[src/rtl/dat_tx_phy.sv]
// SD write-direction DAT line serializer: start bit, data, per-line CRC16, end bit,
// then bus release and card-busy wait. Pauses the SD clock instead of underrunning.
module dat_tx_phy #(
  parameter int BLK_W = 12
) (
  input  logic             clock,
  input  logic             reset,
  input  logic             start_i,
  input  logic [BLK_W-1:0] block_size_i,
  input  logic             mode_i,
  input  logic [31:0]      word_i,
  input  logic             word_valid_i,
  output logic             word_ready_o,
  output logic [3:0]       card_out,
  output logic             card_oe_o,
  input  logic [3:0]       card_in,
  output logic             sd_clk_en_o,
  output logic             busy_o,
  output logic             done_o,
  output logic             err_o
);

  localparam int CW = BLK_W - 2;
  localparam logic [CW-1:0] ONE_W = 1;

  typedef enum logic [2:0] {
    S_IDLE, S_WAIT, S_SBIT, S_DATA, S_CRC, S_EBIT, S_REL, S_BUSYW
  } state_t;

  state_t          r_state;
  state_t          w_next;
  logic            r_mode;
  logic [CW-1:0]   r_words_left;
  logic [31:0]     r_hold;
  logic            r_hold_valid;
  logic            r_last;
  logic [31:0]     r_shift;
  logic [4:0]      r_bitcnt;
  logic [15:0]     r_crc [4];
  logic [3:0]      r_crccnt;
  logic            r_relcnt;
  logic            r_done;
  logic            r_err;

  logic [CW-1:0]   w_count;
  logic            w_start_ok;
  logic            w_boundary;
  logic            w_more;
  logic            w_bypass;
  logic            w_stall;
  logic            w_reload;
  logic            w_wait_load;
  logic            w_take_hold;
  logic            w_accept;
  logic [3:0]      w_line_bits;
  logic [4:0]      w_bits_per_word;
  logic [3:0]      w_out;
  logic            w_oe;
  logic            w_unused;

  function automatic logic [15:0] crc_step(input logic [15:0] c, input logic b);
    return {c[14:0], 1'b0} ^ ((c[15] ^ b) ? 16'h1021 : 16'h0000);
  endfunction

  assign w_count         = block_size_i[BLK_W-1:2];
  assign w_start_ok      = start_i && (w_count != '0);
  assign w_boundary      = (r_state == S_DATA) && (r_bitcnt == 5'd0);
  assign w_more          = (r_words_left != '0);
  // A word arriving exactly at an empty-hold boundary goes straight into the shifter
  assign w_bypass        = w_boundary && w_more && !r_hold_valid && word_valid_i;
  assign w_stall         = w_boundary && w_more && !r_hold_valid && !word_valid_i;
  assign w_reload        = w_boundary && w_more && !w_stall;
  assign w_wait_load     = (r_state == S_WAIT) && r_hold_valid;
  assign w_take_hold     = w_wait_load || (w_reload && r_hold_valid);
  assign w_accept        = word_valid_i && word_ready_o && !w_bypass;
  assign w_line_bits     = r_mode ? r_shift[31:28] : {3'b000, r_shift[31]};
  assign w_bits_per_word = r_mode ? 5'd7 : 5'd31;
  assign w_unused        = ^{card_in[3:1], block_size_i[1:0]};

  assign word_ready_o = !r_hold_valid && !(r_last && (r_state != S_IDLE));
  assign card_out     = w_out;
  assign card_oe_o    = w_oe;
  assign sd_clk_en_o  = !w_stall;
  assign busy_o       = (r_state != S_IDLE);
  assign done_o       = r_done;
  assign err_o        = r_err;

  always_ff @(posedge clock) begin
    if (reset) r_state <= S_IDLE;
    else       r_state <= w_next;
  end

  always_comb begin
    w_next = r_state;
    w_out  = 4'hF;
    w_oe   = 1'b0;
    case (r_state)
      S_IDLE:  if (w_start_ok) w_next = S_WAIT;
      S_WAIT: begin
        w_oe = 1'b1;
        if (r_hold_valid) w_next = S_SBIT;
      end
      S_SBIT: begin
        w_oe   = 1'b1;
        w_out  = r_mode ? 4'h0 : 4'hE;
        w_next = S_DATA;
      end
      S_DATA: begin
        w_oe  = 1'b1;
        w_out = r_mode ? r_shift[31:28] : {3'b111, r_shift[31]};
        if (w_boundary && !w_more) w_next = S_CRC;
      end
      S_CRC: begin
        w_oe  = 1'b1;
        w_out = r_mode ? {r_crc[3][15], r_crc[2][15], r_crc[1][15], r_crc[0][15]}
                       : {3'b111, r_crc[0][15]};
        if (r_crccnt == 4'd15) w_next = S_EBIT;
      end
      S_EBIT: begin
        w_oe   = 1'b1;
        w_next = S_REL;
      end
      S_REL:   if (r_relcnt) w_next = S_BUSYW;
      S_BUSYW: if (card_in[0]) w_next = S_IDLE;
      default: w_next = S_IDLE;
    endcase
  end

  // Datapath: holding register, shifter, word/bit counters and per-line CRCs
  always_ff @(posedge clock) begin
    if (reset) begin
      r_mode       <= 1'b0;
      r_words_left <= '0;
      r_hold       <= '0;
      r_hold_valid <= 1'b0;
      r_last       <= 1'b0;
      r_shift      <= '0;
      r_bitcnt     <= '0;
      r_crccnt     <= '0;
      r_relcnt     <= 1'b0;
      r_done       <= 1'b0;
      r_err        <= 1'b0;
      for (int i = 0; i < 4; i++) r_crc[i] <= '0;
    end else begin
      r_done <= (r_state == S_BUSYW) && card_in[0];
      r_err  <= (r_state == S_IDLE) && start_i && (w_count == '0);

      if (w_take_hold) begin
        r_hold_valid <= 1'b0;
      end else if (w_accept) begin
        r_hold       <= word_i;
        r_hold_valid <= 1'b1;
      end

      if (r_state == S_IDLE)
        r_last <= 1'b0;
      else if ((w_wait_load || w_reload) && (r_words_left == ONE_W))
        r_last <= 1'b1;

      case (r_state)
        S_IDLE: if (w_start_ok) begin
          r_mode       <= mode_i;
          r_words_left <= w_count;
          for (int i = 0; i < 4; i++) r_crc[i] <= '0;
        end
        S_WAIT: if (r_hold_valid) begin
          r_shift      <= r_hold;
          r_bitcnt     <= w_bits_per_word;
          r_words_left <= r_words_left - ONE_W;
        end
        S_DATA: if (!w_stall) begin
          for (int i = 0; i < 4; i++)
            if (i == 0 || r_mode) r_crc[i] <= crc_step(r_crc[i], w_line_bits[i]);
          if (w_reload) begin
            r_shift      <= r_hold_valid ? r_hold : word_i;
            r_bitcnt     <= w_bits_per_word;
            r_words_left <= r_words_left - ONE_W;
          end else begin
            r_shift  <= r_mode ? {r_shift[27:0], 4'h0} : {r_shift[30:0], 1'b0};
            r_bitcnt <= r_bitcnt - 5'd1;
          end
        end
        S_CRC: begin
          for (int i = 0; i < 4; i++) r_crc[i] <= {r_crc[i][14:0], 1'b0};
          r_crccnt <= r_crccnt + 4'd1;
        end
        S_REL:   r_relcnt <= !r_relcnt;
        default: ;
      endcase
    end
  end

endmodule
[config.mk]
export PLATFORM = sky130hd
export DESIGN_NAME = dat_tx_phy
export DESIGN_NICKNAME = d
export VERILOG_FILES = /design/src/rtl/dat_tx_phy.sv
export SDC_FILE = /design/constraint.sdc
export NUM_CORES = 1
export LEC_CHECK = 0
export CAP_MARGIN = 5
export CORE_MARGIN = 2
export CORE_UTILIZATION = 50
export CTS_CLUSTER_SIZE = 24
export DETAILED_ROUTE_END_ITERATION = 10
export PLACE_DENSITY_LB_ADDON = 0.25
export SETUP_SLACK_MARGIN = 0.4
export SKIP_LAST_GASP = 1
export SLEW_MARGIN = 20
export SYNTH_ARGS = -nofsm -noshare
export SYNTH_HDL_FRONTEND = slang
export SYNTH_SLANG_ARGS = --single-unit
[constraint.sdc]
create_clock -name clock -period 3.8 [get_ports clock]
set_input_delay 0.57 -clock clock [delete_from_list [all_inputs] [get_ports clock]]
set_output_delay 0.57 -clock clock [all_outputs]
set_load 0.01 [all_outputs]
==> results, run 1 <==
- The xor/xnor share of the synthesized area is 0.0214.
- The number of antenna violations at the first check in global routing is 0.
- The count of flip-flops with a built-in enable after synthesis is 61.
- The count of nets left with antenna violations once routing finished came out at 0.
- Clock latency on the worst-skew pair, taken at its later pin, is 420 ps.
- The critical path's top delay family is simple AND/OR/NAND/NOR gates.
- In this design, the stage delay of the slowest critical-path cell is 540 ps.
- The die span in y is 125 µm.
- For this run, the number of Yosys warnings is 0.
- In the final layout, the share of cells above drive strength 1 is 0.0885.
- The endpoint kind of the worst setup timing path is an output pin.
- The die outline area is 0.0157 mm².
- Using the TritonRoute via totals, the vias-per-cell ratio works out to 5.86.
- The post-synthesis adder-cell area fraction is 0.0102.
- Across the routed clock network, the largest skew measured is 8.79 ps.
- The pin count of the biggest net entering global routing is 43.
- The class of the tightest hold or removal check is reg2reg.
- After floorplanning, the core was sized to cover 0.0145 mm².
- The netlist area before placement is 0.00736 mm².
- The number of nets in the final layout is 837.
- The post-synthesis net count is 797.
- Setup repair after global routing left no endpoint under its margin.
- The final clock period utilization by the worst path is 0.822.
- Among all stages on the critical path, the largest delay is contributed by clkdlybuf4s50_1.
- The count of vias placed by the detailed router is 5710.
- Sorting the synthesized cells by area gives the leading types as dfxtp_1, edfxtp_1, nand2_1.
- The starting DRC count in detailed routing is 499.
- The final hold violation count is 0.
- Buffers added to address setup during post-CTS repair amount to 0.
- Summed over all layers, the global routing overflow is 0.
- The buffers plus inverters on the worst setup path is 2.
- The max-slew violation count is 0.
- The tree built by TritonCTS fans out to 156 sinks.
- The first global-routing pass estimated 28.0 mm of wire.
- For this run, the register share of the synthesized area comes to 0.508.
- The synthesis-to-layout area growth is 17.2%.
- Headroom to the max-slew limit came out at 0.400.
- The accumulated negative setup slack is 0 ps.
- The number of fill cells in the layout is 1225.
- The largest fanout of any net on the critical path is 8.
- In this run the static leakage power is 3.17 nW.
- The first TritonRoute pass finished after 5 iterations.
- The share of synthesized area in the top cell type comes to 0.259.
- Clock tree synthesis inserted a total of 17 buffers.
- The via count of the first global-routing pass is 5561.
- At the worst endpoint, the required time is 3230 ps.
- Once detailed placement completed, the half-perimeter wirelength came to 10.9 mm.
- The global-route usage over all layers is 0.220.
- The clock passes through at most 2 buffers.
- The count of input and output buffers is 57.
- The H-tree was split into 4 levels.
- The ratio of total power to cell area is 526 mW/mm².
- The x dimension of the die is 125 µm.
- The average wire per standard cell is 17.1 µm.
- Based on the critical path, the design can be clocked at up to 320 MHz.
- Row generation in the floorplan step produced 44 rows.
- The maximum VDD drop is 0.372 mV.
- The critical path goes through inv_1 -> ha_1 -> or4b_4 -> a31oi_4 -> nand3_1 -> clkdlybuf4s50_1.
- After synthesis, the largest family of logic cells by area is simple AND/OR/NAND/NOR gates.
- The critical path startpoint category is a register.
- The count of antenna diodes in the layout is 0.
- The final layout contains routed wiring with a total length of 16.7 mm.
- Max-cap violations in this run came to 0.
- The average cell area after synthesis is 9.97 µm².
- The cell count of the worst reg-to-reg path is 4.
- The end of the critical path is sd_clk_en_o.
- The met3 wire length is 902 µm.
- At the pin with the least slew margin, the transition time is 893 ps.
- The initial core utilization is 0.508.
- 63 I/O pins were placed.
- The portion of netlist area occupied by mux cells is 0.0439.
- The unique cell type count in the Yosys netlist is 65.
- The setup-violating endpoint count in the final report is 0.
- Of the total synthesized cell area, the portion taken by AND, OR, NAND and NOR gates is 0.193.
- The biggest area consumer among synthesized cells is dfxtp_1.
- TritonCTS built the clock tree.
- The critical path runs through a total of 6 cells.
- The top routing layer in use is met4.
- The reg-to-reg setup timing slack is 1040 ps.
- The most critical setup path has its startpoint at r_bitcnt[0].
- The number of hold buffers added after CTS was 0.
- The post-synthesis compound-gate area fraction was 0.186.
- The placed standard-cell area is 0.00804 mm².
- The worst setup path is of the reg2out kind.
- The startpoint of the worst-slack reg-to-reg timing path is r_state[0].
- Data arrives at the worst endpoint at 2550 ps.
- The critical register-to-register path endpoint is r_crc[1][11].
- The number of storage elements in the synthesis netlist is 156.
- The total met2 wirelength after detailed routing is 7.62 mm.
- Post-CTS repair changed the size of 0 cells.
- The number of remaining DRC errors is 0.
- The detailed router put a total of 7.85 mm of wire on met1.
- The run finished with clean final reports.
- The share of async-settable or async-resettable flops after synthesis is 0.
- The clock-pin slew reported for the worst setup and hold paths after clock tree synthesis is 60 ps.
- CTS placed an instance of clkbuf_16 at the clock tree root.
- For this run, the share of the core covered by cells in the final layout is 0.596.
- The final standard cell area without fillers is 0.00862 mm².
- The clock period could shrink to 3120 ps.
- After technology mapping, the gate count stands at 738.
- For this run, the leading register cell type out of synthesis is dfxtp_1.
- The weighted congestion at the end of routability-driven global placement is 0.851.
[area by class of cell]
class	count	area, µm²	area share
Clock inverter	5	56.3	0.00653
Tap cell	184	230	0.0267
Multi-Input combinational cell	519	3360	0.389
Timing Repair Buffer	74	693	0.0804
Clock buffer	27	515	0.0598
Inverter	10	37.5	0.00435
Sequential cell	156	3730	0.433
[cell families after synthesis]
kind of cell,after synthesis
compound gates,191
xor+xnor,18
fa+ha+maj,6
buf+inv,63
flops,156
mux,32
simple gates,272
[stage by stage]
stage / worst slack, ps / hold slack [ps] / power, mW / cells
2_1_floorplan: 1300 / 431 / 2.65 / 738
3_3_place_gp: 261 / 439 / 2.88 / 943
3_5_place_dp: 251 / 446 / 2.92 / 943
4_1_cts: 676 / 453 / 4.56 / 975
5_1_grt: 465 / 468 / 4.75 / 975
6_report: 677 / 451 / 4.54 / 975
[cell usage in the layout (no fill, tap or decap), types with 5 or more instances in the layout]
cell type        instances
dfxtp_1                 94
edfxtp_1                61
xnor2_1                 11
nor2_1                  34
clkdlybuf4s50_1         56
clkbuf_1                 5
nand2_1                101
inv_1                   10
a32o_1                  26
nand2b_1                30
nor3_1                  12
o21ai_0                 21
a2bb2oi_1               26
nand3_1                  6
buf_4                   17
a21oi_1                 68
clkbuf_16               18
ha_1                     6
xor2_1                   7
a211oi_1                 8
a21o_1                   5
mux2i_1                 30
and2_1                  56
[synthesized netlist by cell type (2+ instances only)]
master	instances
nand2_1	101
dfxtp_1	95
a21oi_1	69
edfxtp_1	61
and2_1	56
nor2_1	35
mux2i_1	30
nand2b_1	30
clkbuf_1	28
a2bb2oi_1	26
a32o_1	26
o21ai_0	21
buf_2	16
nor3_1	12
xnor2_1	11
inv_1	10
a211oi_1	8
xor2_1	7
ha_1	6
nand3_1	6
a21o_1	5
a22o_1	4
a31oi_1	4
buf_1	4
nand3b_1	4
nor4_1	4
o31ai_1	4
and3_1	3
buf_4	3
or3b_2	3
a311oi_1	2
a311oi_2	2
a31o_2	2
and3b_1	2
mux2_2	2
nor4_4	2
o211ai_1	2
o21ai_1	2
o41ai_1	2
or3_1	2
or4b_4	2
[state kept, by name, summed over array words and instances, names as in the netlist, 3 cells and up]
| name | cells |
|---|---|
| r_bitcnt | 5 |
| r_crc | 64 |
| r_crccnt | 4 |
| r_hold | 32 |
| r_shift | 32 |
| r_state | 3 |
| r_words_left | 10 |
[per-layer routing]
metal  track usage  up-vias
met5             0        -
met4        0.0902        0
met3        0.0458       27
met2         0.345      174
met1         0.299     2768
li1              -     2741
[report_power, final]
| group | internal [mW] | switching, mW | total, mW |
|---|---|---|---|
| Combinational | 0.365 | 0.518 | 0.883 |
| Clock | 0.995 | 0.643 | 1.64 |
| Sequential | 1.90 | 0.118 | 2.02 |
[worst min-delay path by stage]
stage                     startpoint         end  cells after the start
after global routing      r_hold[20]  r_hold[20]                      2
after detailed placement  r_hold[20]  r_hold[20]                      2
final                     r_hold[30]  r_hold[30]                      2
after CTS                 r_hold[30]  r_hold[30]                      2
after floorplan           r_hold[10]  r_hold[10]                      2
after global placement    r_hold[30]  r_hold[30]                      2
[worst register-to-register path, stage by stage, from the launching register on]
cell and delay [ps]:
dfxtp_1 670, or4b_1 220, a31oi_1 90, nor3_1 740
nand2_1 620
Note: power is estimated with default switching activity, not from simulation.
==> inputs of run 2 (changes only) <==
==> constraint.sdc (replaced) <==
create_clock -name clock -period 2.7 [get_ports clock]
set_input_delay 0.405 -clock clock [delete_from_list [all_inputs] [get_ports clock]]
set_output_delay 0.405 -clock clock [all_outputs]
set_load 0.01 [all_outputs]
==> run 2 against run 1 <==
Via count rose by 8.4%. Clock skew fell by 1.6 ps. Worst hold slack hardly changed. Global-route usage up 0.85 points. Non-clock buffer count is 55 higher. Wire length grew 18%. Total power rose by 52%. Combinational power up 95%. Register-to-register slack worse by 870 ps. First-iteration DRC count rose by 27%. Utilization increased by 6.6 points.
==> results, run 2 (synthesis gave the netlist of run 1 again) <==
- The routed wire length came to 19.7 mm (+18%).
- The clock latency at the later pin of the worst-skew pair was 430 ps (about the same).
- The average wire per standard cell is 19.0 µm (+11%).
- The clock root buffer is clkbuf_16.
- The fraction of final layout cells with drive strength greater than 1 came to 0.219 (+0.131).
- The final core utilization is 0.662 (+0.0658).
- The library cell used most frequently in the layout, excluding fill and tap cells, is dfxtp_1.
- The die outline area is 0.0157 mm² (unchanged).
- The number of remaining DRC errors is 0 (unchanged).
- The number of nets in the final layout is 895 (+6.9%).
- The x dimension of the die is 125 µm (unchanged).
- The critical path startpoint category is a register.
- The setup-violating endpoint count in the final report is 0 (unchanged).
- The number of antenna violations at the first check in global routing was 0 (unchanged).
- The leakage dissipation was 3.62 nW (+14%).
- Setup repair after global routing could not meet its margin everywhere.
- The required time of the critical path was 3010 ps (-220 ps).
- For this run, the top clock speed supported by timing is 396 MHz.
- The largest fanout of any net on the critical path is 6 (-2).
- The tightest slew margin relative to the limit was 0.524 (+0.124).
- The worst register-to-register path ends at r_shift[25].
- The cell count of the worst reg-to-reg path is 10 (+6).
- The tightest min-delay check is of the reg2reg type.
- The placed wire-length estimate is 11.1 mm (+1.9%).
- The remaining global-route overflow is 0 (unchanged).
- The reg-to-reg setup timing slack is 170 ps (-870 ps).
- The initial core utilization is 0.508 (unchanged).
- The number of buffers inserted during clock tree synthesis is 17 (unchanged).
- The library cells used most frequently in the layout, excluding fill and tap cells, are dfxtp_1, nand2_1, edfxtp_1, and2_1.
- The starting DRC count in detailed routing is 634 (+27%).
- The count of input and output buffers is 57 (unchanged).
- The startpoint of the tightest hold check path is r_hold[18].
- The register with the most flip-flops is r_crc.
- The number of flip-flops in the largest register is 64 (unchanged).
- The via count normalized by instance count is 5.99 (+2.3%).
- The number of iterations in the first detailed-routing pass is 7 (+2).
- The maximum clock insertion buffer count is 2 (unchanged).
- The via count of the first global-routing pass is 5669 (+1.9%).
- The number of clock sinks came to 156 (unchanged).
- Tracing the worst setup path back leads to its startpoint at r_bitcnt[1].
- TritonCTS built the clock tree.
- The transition time at the pin with the least slew margin came to 712 ps (-181 ps).
- The maximum VDD drop is 0.556 mV (+49%).
- The count of vias placed by the detailed router is 6187 (+8.4%).
- The placed standard-cell area is 0.00823 mm² (+2.4%).
- The wire length of the first global-routing pass is 28.8 mm (+2.8%).
- The clock skew came to 7.14 ps (-1.65 ps).
- In the final layout, the registers with the most flip-flops are r_crc x64, r_hold x32, r_shift x32.
- The overall power after layout is 6.92 mW (+52%).
- The die span in y was 125 µm (unchanged).
- The max-cap check violation count is 0 (unchanged).
- The synthesis-to-layout area growth is 30.2%.
- The weighted congestion at the end of routability-driven global placement was 0.867 (+1.8%).
- The I/O pin total is 63 (unchanged).
- The final hold violation count is 0 (unchanged).
- The count of antenna diodes in the layout is 0 (unchanged).
- The clock-pin slew reported for the worst setup and hold paths after clock tree synthesis is 60 ps (about the same).
- The area inside the core boundary came to 0.0145 mm² (unchanged).
- The startpoint of the worst-slack reg-to-reg timing path is r_bitcnt[1].
- The flow ran to the end, and the final reports show no timing, DRC or antenna violations.
- The max-slew violation count is 0 (unchanged).
- The worst path needs 2530 ps of the cycle, external delays included.
- The startpoint-to-endpoint class of the critical path is reg2reg.
- The cell row count was 44 (unchanged).
- The ratio of total power to cell area is 722 mW/mm² (+37%).
- The count of nets left with antenna violations after detail routing was 0 (unchanged).
- The global-route usage over all layers is 0.229 (+0.00848).
- The accumulated negative setup slack came to 0 ps (unchanged).
- The arrival time of the worst setup path is 2840 ps (+290 ps).
- The most critical setup path has its endpoint at r_shift[25].
- The deepest level of the CTS H-tree is 4 (unchanged).
- The total of hold buffers inserted after clock tree synthesis is 0 (unchanged).
- The final clock period utilization by the worst path is 0.936.
- The final standard cell area without fillers is 0.00958 mm² (+11%).
- The pin count of the biggest net entering global routing was 38 (-12%).
- The worst setup path is captured at a register.
==> run 2: cell types whose count changed in the layout (fill, tap and decap cells not counted), moves of 8 or more <==
| cell | delta |
|---|---|
| nand2_1 | -15 |
| buf_6 | +9 |
| clkbuf_16 | +8 |
| a21oi_1 | -21 |
| a21oi_2 | +19 |
| buf_4 | +32 |
| nand2_2 | +8 |
==> run 2: worst min-delay path by stage <==
stage	end	cells past startpoint
final	r_hold[18]	2
after global routing	r_crc[0][0]	2
after CTS	r_crc[1][0]	2
after detailed placement	r_hold[26]	2
after global placement	r_hold[0]	2
after floorplan	r_hold[10]	2
==> run 2: area by class of cell <==
cell class | instances | area [µm²]
Sequential cell | 156 | 3740
Clock inverter | 8 | 52.6
Timing Repair Buffer | 129 | 1330
Multi-Input combinational cell | 522 | 3640
Fill cell | 1093 | 4900
Clock buffer | 24 | 546
Tap cell | 184 | 230
Inverter | 10 | 37.5
==> run 2: metrics by stage <==
step / hold slack (ps) / setup slack (ps) / instances
finish: 451 / 174 / 1033
global placement: 439 / 49.0 / 965
floorplan: 431 / 417 / 738
global route: 462 / 91.3 / 1033
detailed placement: 443 / 6.57 / 965
CTS: 341 / 246 / 1010
==> run 2: repair_timing <==
action                     CTS  global route
gates resized for setup     32            79
cloned                       3             8
buffers inserted            10            15
pin swaps                    3            49
setup endpoints to repair  151           206
==> run 2: layer usage <==
layer / GRT usage / vias to the layer above / part of all wire
met5: 0 / - / 0
met2: 0.368 / 259 / 0.48
met1: 0.303 / 3016 / 0.43
li1: - / 2867 / -
met4: 0.0935 / 0 / 0.023
met3: 0.0471 / 45 / 0.063
==> run 2: power by group <==
part,switching (mW),internal (mW),leakage (nW)
registers,0.156,2.68,1.43
clock network,0.957,1.41,0.293
logic,0.914,0.802,1.89
==> run 2: worst max-delay path, cell delays in order (launching register included) <==
cell and delay, ps:
dfxtp_2 320, inv_2 80, ha_4 130, or4b_4 510
buf_6 160, a311oi_4 310, buf_4 180, a21o_1 190
nor2_4 110, clkbuf_16 200, a32o_1 220
==> RTL change 1 (flow settings as in run 1) <==
Re-encode `state_t` (8 states) as one-hot, 8 bits wide.
--- a/src/rtl/dat_tx_phy.sv
+++ b/src/rtl/dat_tx_phy.sv
@@ -25,4 +25,4 @@
 
-  typedef enum logic [2:0] {
-    S_IDLE, S_WAIT, S_SBIT, S_DATA, S_CRC, S_EBIT, S_REL, S_BUSYW
+  typedef enum logic [7:0] {
+    S_IDLE = 8'b00000001, S_WAIT = 8'b00000010, S_SBIT = 8'b00000100, S_DATA = 8'b00001000, S_CRC = 8'b00010000, S_EBIT = 8'b00100000, S_REL = 8'b01000000, S_BUSYW = 8'b10000000
   } state_t;
Function: no difference found for any inputs over 4 cycles, from zero or initial values and one cycle with reset high; so few cycles prove little.
==> RTL change 1 against run 1 <==
  * Routed wire length rose by 13%
  * Fmax fell by 4.5%
  * Clock skew rose by 0.0028 ns
  * Critical path type unchanged
  * Highest routed layer unchanged
  * Area after synthesis rose by 9.9%
  * Sequential cell count rose by 5
  * Final area rose by 9.2%
  * Register-to-register slack got worse by 0.22 ns
  * Largest cell class is now multi-input gates
  * Count of clock-buffer cells in the layout fell by 9
  * Critical path depth fell by 1
  * Setup slack got worse by 0.15 ns
  * Non-clock buffer count rose by 7
Power is not compared: it rests on default switching activity, and its combinational part moved more than twofold at a synthesized area within 25%.
==> RTL change 1: results (changes against run 1) <==
outcome: "finished clean"
drive_above_1_share_pct: 11.18  # +2.3 points
wl_per_cell_um: 17.50  # +2.2%
via_per_inst: 5.825  # -0.53%
placed_cells: 1040  # +10%
cp_slowest_cell: "or4_1"
synth_commonest_cells: "100 x dfxtp_1, 74 x a21oi_1, 66 x nand2_1"
avgSynthCellArea_um2: 10.05  # +0.88%
h-tree-depth: 4  # unchanged
grt_use_total_pct: 21.97  # -0.032 points
slowest_delay_ns: 0.72  # +0.18 ns
path_clk_slew_ns: 0.06  # about the same
largestRegisters: "r_crc (64), r_hold (32), r_shift (32)"
yosysUniqueCellTypes: 68  # +4.6%
cp_max_fo: 7  # -1
arrival_ns: 2.70  # +0.15 ns
fin_skew_ns: 0.01161  # +0.002825 ns
fin_nets: 905  # +8.1%
r2r_slack_ns: 0.82  # -0.22 ns
relSlewSlack_pct: 43.75  # +3.7 points
drt_iter0_markers: 383  # -23%
dr.pass1.iters: 5  # unchanged
rr_endpoint: "r_crc[3][7]$_SDFFCE_PN0P_"
gp_congestion: 0.8338  # -2.1%
grt_max_degree: 47  # +9.3%
reg2regPathDepth: 6  # +2
p_switching_uw: 2262
place_worst_setup_slack_ns: 0.8428  # +0.5917 ns
power.share.clock_pct: 27.1
whs_endpoint: "r_crccnt[1]$_SDFFE_PP0P_"
syn_nets: 863  # +8.3%
ys_async_sr_fraction_pct: 0  # unchanged
sequentialPowerShare_pct: 38.2
grt_first_pass_wirelength_um: 30920  # +10%
rr_startpoint: "r_words_left[2]$_SDFFE_PP0P_"
yosysSeqAreaShare_pct: 47.42  # -3.3 points
cap_viol_max_count: 0  # unchanged
grt-ovfl-total: 0  # unchanged
min_path_type: "reg2reg"
hpwl_um: 12170  # +12%
hold_violations: 0  # unchanged
synth.area.top_cells: "dfxtp_1 25%, edfxtp_1 23%, mux2i_1 8.0%"
fin_cells: 1075  # +10%
power_leakage_uw: 0.003464
hold_start: "r_crccnt[1]$_SDFFE_PP0P_"
clock_latency_ns: 0.43
grt_pass1_vias: 6339  # +14%
fillerInstances: 1322  # +7.9%
==> RTL change 1: cell count changes in the layout (fill, tap and decap cells not counted), sizes merged, moves of 10 or more <==
cell and delta:
mux2i +35, nand2 -35, o2bb2ai +29, nor2 +28
or3 +28, nand2b -26, a32o -25, a2bb2oi -24
nand3 +10
==> RTL change 1: layout make-up <==
cell class / instances / area, um2 / area share (%)
Inverter: 10 / 37.54 / 0.3986
Multi-Input combinational cell: 575 / 3961 / 42.06
Tap cell: 216 / 270.3 / 2.870
Timing Repair Buffer: 81 / 745.7 / 7.918
Clock inverter: 14 / 138.9 / 1.475
Clock buffer: 18 / 429.2 / 4.557
Sequential cell: 161 / 3835 / 40.72
==> RTL change 1: worst max path at each step <==
stage	startpoint	to	slack [ns]	cells after the start
CTS	r_state[3]$_SDFFE_PP0P_	sd_clk_en_o	0.48	6
finish	r_words_left[2]$_SDFFE_PP0P_	sd_clk_en_o	0.53	5
global route	r_words_left[2]$_SDFFE_PP0P_	sd_clk_en_o	0.40	5
global placement	block_size_i[6]	r_crc[3][6]$_SDFFCE_PN0P_	0.81	6
detailed placement	r_words_left[2]$_SDFFE_PP0P_	r_crc[3][7]$_SDFFCE_PN0P_	0.84	6
floorplan	block_size_i[6]	r_crc[3][0]$_SDFFCE_PP0P_	1.32	4
==> RTL change 1: worst min-delay path, stage by stage (launching register included) <==
cell and delay, ns:
dfxtp_1 0.32, nand2_1 0.06, a21oi_1 0.05
==> RTL change 1: logic make-up (layout without fill, tap and decap cells) <==
| group | count (synthesis) | count (layout) | share of synthesized area, % |
|---|---|---|---|
| adders and majority gates | 6 | 6 | 0.9286 |
| muxes | 66 | 66 | 8.188 |
| xor gates and xnor gates | 18 | 18 | 1.950 |
| AOI/OAI and AO/OA | 189 | 189 | 17.80 |
| buffers and inverters | 68 | 123 | 3.947 |
| and+or+nand+nor | 296 | 296 | 19.76 |
| DFF | 161 | 161 | 47.42 |
==> RTL change 1: per-layer routing <==
metal / GRT usage (%) / wire (um)
met1: 28.51 / 8499
met2: 35.35 / 8980
met3: 5.594 / 1060
met4: 8.575 / 269
met5: 0 / 0
==> RTL change 1: repair_timing <==
action	4_1_cts	5_1_grt
resized for setup	0	2
buffers inserted	0	3
setup endpoints to repair	0	4
==> RTL change 1: stage by stage <==
stage | hold WS (ns) | cell area, um2 | total power [uW] | utilization, %
floorplan | 0.4353 | 8084 | 3923 | -
global placement | 0.4599 | 8812 | 4406 | 55.68
detailed placement | 0.4723 | 8812 | 4473 | 55.68
CTS | 0.4801 | 9380 | 6154 | 59.26
global route | 0.5032 | 9418 | 6527 | 59.50
finish | 0.4801 | 9418 | 6167 | 59.50
==> RTL change 2 (config.mk and constraints of run 1) <==
Made on the original files. Change the parameter `BLK_W` from 12 to 18.
--- a/src/rtl/dat_tx_phy.sv
+++ b/src/rtl/dat_tx_phy.sv
@@ -3,3 +3,3 @@
 module dat_tx_phy #(
-  parameter int BLK_W = 12
+  parameter int BLK_W = 18
 ) (
Ports: changed (resized block_size_i); port bits go from 63 to 69. No check against the original RTL was run, so the function may have changed too.
==> RTL change 2 against run 1 <==
  * Routed wire length grew 18%
  * Global-route usage grew 1.9 points
  * Setup slack lost 0.092 ns
  * Sequential cell count grew 6
  * Register-to-register slack lost 0.07 ns
  * Fmax shrank 2.9%
  * Utilization grew 0.085 points
  * Area after synthesis grew 8.0%
  * Final area grew 8.7%
  * Synthesized cell count grew 9.9%
  * Largest cell class unchanged
Power is not compared: it rests on default switching activity, and its combinational part moved more than twofold at a synthesized area within 25%.
==> RTL change 2: results (changes against run 1) <==
outcome: "finished clean"
met1_usage_pct: 31.32  # +1.4 points
clkbuf_count: 20  # -26%
fin_cells: 1076  # +10%
muxShareOfSynthArea_pct: 4.346  # -0.043 points
grt_use_total_pct: 23.93  # +1.9 points
synth_commonest_cells: "101 x dfxtp_1, 69 x a21oi_1, 61 x edfxtp_1"
wl_um: 19650  # +18%
syn2layout_area_growth_pct: 17.95
synth_compound_area_share_pct: 21.29  # +2.7 points
fin_nets: 912  # +9.0%
tightest_slew_ns: 0.9539  # +0.06085 ns
grt_first_pass_wirelength_um: 31950  # +14%
synthFlopType: "dfxtp_1"
sh_seq_area_pct: 41.14  # -2.2 points
dr_wl_met3_um: 1202  # +33%
syn_nets: 876  # +9.9%
dr.pass1.iters: 8  # +3
postCtsSetupBuffers: 0  # unchanged
hold_start: "r_bitcnt[0]$_SDFFE_PP0P_"
n_all_inverters: 13  # +3
hpwl_um: 12580  # +16%
worstSetupStartpoint: "r_words_left[0]$_SDFFE_PP0P_"
synth_fa_ha_area_share_pct: 0.9447  # -0.076 points
grt.met2_usage_pct: 38.31  # +3.8 points
netlist_instances: 811  # +9.9%
synth.area.top_cells: "dfxtp_1 25%, edfxtp_1 23%, and2_1 4.4%"
rr_startpoint: "r_words_left[0]$_SDFFE_PP0P_"
slowest_delay_ns: 0.57  # +0.03 ns
n_all_buffers: 86  # +16%
via_per_inst: 6.172  # +5.4%
fillerInstances: 1321  # +7.8%
multi_input_area_share_pct: 40.21  # +1.3 points
fin_skew_ns: 0.009588  # +0.0007993 ns
drive_above_1_share_pct: 8.488  # -0.36 points
gp_congestion: 0.8603  # +1.0%
wl_met1_um: 8841  # +13%
gr-usage-met3_pct: 4.797  # +0.22 points
clock_area_share_pct: 6.595  # -0.035 points
multi_input_gates: 567  # +9.2%
synth_xor_area_share_pct: 1.984  # -0.16 points
grt_max_degree: 40  # -7.0%
placed_cells: 1043  # +11%
yosysSeqAreaShare_pct: 48.50  # -2.3 points
avgSynthCellArea_um2: 9.798  # -1.7%
[RTL change 2: cell count changes after synthesis, sizes merged, moves of 8 or more]
cell | before | now
nand3 | 6 | 41
nand2 | 101 | 31
o21ai | 23 | 53
o311ai | 0 | 16
nor4 | 6 | 14
nand2b | 30 | 2
nor2 | 37 | 46
clkbuf | 29 | 47
o31ai | 4 | 15
nand3b | 4 | 31
[RTL change 2: cells by family after synthesis]
kind of cell    after synthesis
buf+inv                      82
mux                          34
simple gates                265
xor+xnor                     18
compound gates              244
fa+ha+maj                     6
flops                       162
[RTL change 2: worst paths after layout]
| kind | to | slack [ns] | cells after the start |
|---|---|---|---|
| hold / removal | r_bitcnt[0]$_SDFFE_PP0P_ | 0.47 | 2 |
| setup / recovery | sd_clk_en_o | 0.58 | 7 |
| hold reg to reg | r_bitcnt[0]$_SDFFE_PP0P_ | 0.47 | 2 |
| setup reg to reg | r_crc[3][6]$_SDFFCE_PN0P_ | 0.97 | 9 |
